<file path="src/rtl/serial_addsub_digit.sv">
// serial_addsub_digit: digit-serial adder/subtractor, LSD first, framed by vld/last.
// Ports: clk, rst (async, active-high); vld/a/b/sub/last carry one operand digit per
// beat; sum_vld/sum/sum_last form the registered result stream; carry_out, ovf and
// err are final-beat flags, 0 on every other cycle.
module serial_addsub_digit #(
  parameter int DIGIT_W   = 4,
  parameter int MAX_BEATS = 8
) (
  input  logic               clk,
  input  logic               rst,
  input  logic               vld,
  input  logic [DIGIT_W-1:0] a,
  input  logic [DIGIT_W-1:0] b,
  input  logic               sub,
  input  logic               last,
  output logic               sum_vld,
  output logic [DIGIT_W-1:0] sum,
  output logic               sum_last,
  output logic               carry_out,
  output logic               ovf,
  output logic               err
);
  localparam int CW = MAX_BEATS > 1 ? $clog2(MAX_BEATS) : 1;
  typedef enum logic {IDLE, BUSY} state_t;
  state_t state_q, state_d;
  logic carry_q, carry_d, mode_q, mode_d;
  logic [CW-1:0] beat_cnt_q, beat_cnt_d;
  logic sum_vld_q, sum_vld_d, sum_last_q, sum_last_d;
  logic carry_out_q, carry_out_d, ovf_q, ovf_d, err_q, err_d;
  logic [DIGIT_W-1:0] sum_q, sum_d, b_eff, s;
  logic idle, m, cin, term, c_msb, c_in_msb;
  always_comb begin
    idle = state_q == IDLE;
    m = idle ? sub : mode_q;
    b_eff = m ? ~b : b;
    // subtraction injects its +1 on the first digit only; later digits chain the carry
    cin = idle ? m : carry_q;
    {c_msb, s} = {1'b0, a} + {1'b0, b_eff} + {{DIGIT_W{1'b0}}, cin};
    // carry into the top bit recovered from the top-bit sum
    c_in_msb = a[DIGIT_W-1] ^ b_eff[DIGIT_W-1] ^ s[DIGIT_W-1];
    term = last | (beat_cnt_q == CW'(MAX_BEATS - 1));
    sum_vld_d = vld;
    sum_d = vld ? s : sum_q;
    sum_last_d = vld & term;
    carry_out_d = vld & term & c_msb;
    ovf_d = vld & term & (c_msb ^ c_in_msb);
    err_d = vld & term & ~last;
    state_d = vld ? (term ? IDLE : BUSY) : state_q;
    mode_d = vld ? m : mode_q;
    carry_d = vld ? ~term & c_msb : carry_q;
    beat_cnt_d = vld ? (term ? '0 : beat_cnt_q + 1'b1) : beat_cnt_q;
  end
  always_ff @(posedge clk or posedge rst) begin
    if (rst) begin
      state_q <= IDLE;
      carry_q <= 1'b0;
      mode_q <= 1'b0;
      beat_cnt_q <= '0;
      sum_vld_q <= 1'b0;
      sum_q <= '0;
      sum_last_q <= 1'b0;
      carry_out_q <= 1'b0;
      ovf_q <= 1'b0;
      err_q <= 1'b0;
    end else begin
      state_q <= state_d;
      carry_q <= carry_d;
      mode_q <= mode_d;
      beat_cnt_q <= beat_cnt_d;
      sum_vld_q <= sum_vld_d;
      sum_q <= sum_d;
      sum_last_q <= sum_last_d;
      carry_out_q <= carry_out_d;
      ovf_q <= ovf_d;
      err_q <= err_d;
    end
  end
  assign sum_vld = sum_vld_q;
  assign sum = sum_q;
  assign sum_last = sum_last_q;
  assign carry_out = carry_out_q;
  assign ovf = ovf_q;
  assign err = err_q;
endmodule

</file>
<file path="config.mk">
export PLATFORM = sky130hd
export DESIGN_NAME = serial_addsub_digit
export DESIGN_NICKNAME = d
export VERILOG_FILES = /design/src/rtl/serial_addsub_digit.sv
export SDC_FILE = /design/constraint.sdc
export NUM_CORES = 1
export LEC_CHECK = 0
export ABC_AREA = 1
export ABC_CLOCK_PERIOD_IN_PS = 2400
export CAP_MARGIN = 40
export CORE_MARGIN = 5
export CORE_UTILIZATION = 30
export CTS_CLUSTER_DIAMETER = 30
export DETAILED_ROUTE_END_ITERATION = 10
export SLEW_MARGIN = 30
export SYNTH_ARGS = -nofsm -noshare
export SYNTH_HDL_FRONTEND = slang
export SYNTH_SLANG_ARGS = --single-unit
</file>
<file path="constraint.sdc">
create_clock -name clk -period 2.4 [get_ports clk]
set_clock_uncertainty 0.05 [all_clocks]
set_input_delay 0.48 -clock clk [delete_from_list [all_inputs] [get_ports clk]]
set_output_delay 0.48 -clock clk [all_outputs]
set_load 0.1 [all_outputs]
</file>
==> impl_metrics.csv <==
group,metric,value,unit
run_status,status,"complete, no violations",
clocking,cts_buffers,3,
final_layout,drive_above_1_share,0.169,
logic_synthesis,synthCells,91,
logic_synthesis,ys.warnings.count,0,
timing,rsz0062_at_grt,"false",
grt,antenna_found_initial,0,
pwr,pwr_density_cell,815,nW/um^2
logic_synthesis,ys_seq_area_frac,0.464,
clocking,clk_pin_slew,90,ps
logic_synthesis,syn_area,808,um^2
die,die_area,3830,um^2
die,dieHeight,61.9,um
setup_path,worst-path-buf-inv,3,
worst_hold_path,hold_depth,2,
logic_synthesis,synthSimpleGateAreaFrac,0.214,
final_layout,area_delta_synth_final,32.8,%
clocking,htreeDepth,1,
detailed_routing,drc,0,
grt,grt_max_degree,16,
setup_path,reg2reg_to,"ovf$_DFF_PP0_",
die,core_area,2520,um^2
setup_path,path_class,"in2reg",
final_layout,final_nets,139,
logic_synthesis,synthMuxAreaShare,0,
logic_synthesis,ys_types,19,
logic_synthesis,avgSynthCellArea,8.88,um^2
clocking,clk_path_buf_depth,2,
clocking,clock-sinks,15,
final_layout,finalNonFillerCells,148,
grt,grt_pass1_vias,673,
final_layout,layout_common_cells,"26 x nand2_1, 15 x dfrtp_1, 12 x clkdlybuf4s50_1, 12 x buf_4, 11 x inv_1",
worst_hold_path,hold_class,"reg2reg",
detailed_routing,viasPerCell,4.42,
setup_path,path_max_fanout,3,
setup_path,critPathCaptureType,"register",
logic_synthesis,synth_xor_area_frac,0.0433,
logic_synthesis,synth_fa_ha_area_frac,0.127,
logic_synthesis,synth_compound_area_frac,0.0712,
timing,finalSetupViolations,0,
detailed_routing,num_vias,654,
worst_hold_path,holdCritStartpoint,"sum[1]$_DFFE_PP0P_",
grt,grt_pass1_wl,2750,um
timing,fmax,444,MHz
setup_path,crit_top_cell,"nand2_1",
setup_path,r2r_slack,290,ps
timing,whs,444,ps
setup_path,cp.required,2530,ps
timing,maxSlewViolCount,0,
die,io_pins,22,
timing,final.min_clock_period,2250,ps
clocking,cts-root-buf,"clkbuf_4",
logic_synthesis,synth_top_family_by_area,"simple AND/OR/NAND/NOR gates",
logic_synthesis,synth_nets,111,
grt,grt_usage,0.100,
final_layout,antenna_cells,0,
pwr,leakage,0.569,nW
detailed_routing,ant_nets,0,
setup_path,crit_family,"adder cells",
pwr,irDropWorstVdd,0.000336,V
detailed_routing,drtPass1Iterations,4,
timing,worstMarginPinSlew,582,ps
timing,fin_setup_tns,0,ps
final_layout,final_common_cell,"nand2_1",
detailed_routing,wl,1650,um
final_layout,num-fill-cells,263,
final_layout,multi_input_area,370,um^2
clocking,clk_latency,280,ps
die,initial_utilization,0.320,
die,rows,18,
worst_hold_path,min_to,"sum[1]$_DFFE_PP0P_",
run,cap_violations,0,
timing,hold_viol_final,0,
logic_synthesis,ys_ff_latch,15,
setup_path,slowest_stage,"clkdlybuf4s50_1",
timing,slew_headroom,0.611,
grt,grt_overflow,0,
setup_path,rr_worst_depth,13,
placement,port_buffers,21,
setup_path,critPathLaunchType,"input pin",
final_layout,regArea,375,um^2
placement,dp_cells,144,
die,die_x,61.9,um
setup_path,crit_path_max_incr_delay,450,ps
setup_path,crit_chain,"clkdlybuf4s50_1 > nand2_1 > o21ai_2 > xnor2_1 > fa_1 > inv_1 > fa_1 > nand3_1 > inv_1 > nor2_2 > nand2_1 > nand2_1 > nor2_1",
placement,finalWeightedCongestion,0.752,
clocking,cts_tree,"built",
detailed_routing,drt-initial-drc-count,6,
detailed_routing,wire_per_inst,11.2,um
setup_path,r2r_start,"state_q$_DFFE_PP0P_",
timing,fin_crit_sh,0.939,
placement,place_hpwl,1340,um
setup_path,worstPathArrival,2380,ps
state kept, by name (all words and copies together), names as in the netlist:
name        cells
sum_vld         1
mode_q          1
ovf             1
err             1
carry_q         1
state_q         1
sum             4
carry_out       1
beat_cnt_q      3
sum_last        1
Yosys cell counts, drive strengths merged:
master | instances | area, um^2
xnor2 | 1 | 8.76
a21oi | 2 | 10.0
ha | 5 | 62.6
buf | 1 | 11.3
nand2 | 26 | 97.6
nor2 | 7 | 33.8
o21ai | 6 | 33.8
dfrtp | 15 | 375
xor2 | 3 | 26.3
inv | 13 | 53.8
or2 | 1 | 6.26
o22ai | 1 | 6.26
o21a | 1 | 7.51
fa | 2 | 40.0
nand3 | 7 | 35.0
layout make-up:
| cell class | count | share of cell area |
|---|---|---|
| clock buffer | 4 | 0.0245 |
| inverter | 13 | 0.0501 |
| multi-input combinational | 62 | 0.345 |
| sequential | 15 | 0.350 |
| tap | 30 | 0.0350 |
| timing repair buffer | 24 | 0.196 |
through the flow:
stage / total power, mW / utilization / setup slack, ps / cell area [um^2]
2_1_floorplan: 0.626 / - / 312 / 808
3_3_place_gp: 0.731 / 0.414 / -152 / 1040
3_5_place_dp: 0.738 / 0.414 / -183 / 1040
4_1_cts: 0.884 / 0.425 / 120 / 1070
5_1_grt: 0.932 / 0.426 / 3.42 / 1070
6_report: 0.874 / 0.426 / 147 / 1070
worst max path at each step:
stage,depth (start not counted),from,slack [ps],to
2_1_floorplan,12,sub,310,ovf$_DFF_PP0_
3_3_place_gp,13,sub,-150,ovf$_DFF_PP0_
3_5_place_dp,13,sub,-180,ovf$_DFF_PP0_
4_1_cts,13,sub,120,ovf$_DFF_PP0_
5_1_grt,13,sub,3,ovf$_DFF_PP0_
6_report,13,sub,150,ovf$_DFF_PP0_
layer usage:
layer | vias up | global-route usage | share of wire
met1 | 297 | 0.111 | 0.43
met2 | 15 | 0.164 | 0.50
met5 | - | 0 | 0
met4 | 0 | 0.0727 | 0.016
met3 | 2 | 0.0269 | 0.057
li1 | 340 | - | -
timing repair:
action                                  4_1_cts  5_1_grt
resized for setup                             0        1
hold buffers                                  0        0
setup buffers                                 0        0
endpoints found under the setup margin        0        1
where the power goes:
group / switching (mW) / internal [mW]
clock network: 0.0793 / 0.0644
logic: 0.303 / 0.121
registers: 0.0177 / 0.289
total: 0.400 / 0.475
logic make-up (layout without fill, tap and decap cells):
logic type	Yosys count	after routing
simple gates	41	41
flops	15	15
buf+inv	14	41
compound gates	10	10
fa+ha+maj	7	7
xor+xnor	4	4
worst reg2reg max path: stages (launching register included):
cell	delay [ps]
dfrtp_1	370
inv_1	120
nand2_1	100
o21ai_2	90
xnor2_1	160
fa_1	220
inv_1	70
fa_1	410
nand3_1	110
inv_1	50
nor2_2	110
nand2_1	60
nand2_1	50
nor2_1	30
Power figures use the tool's default switching activity.
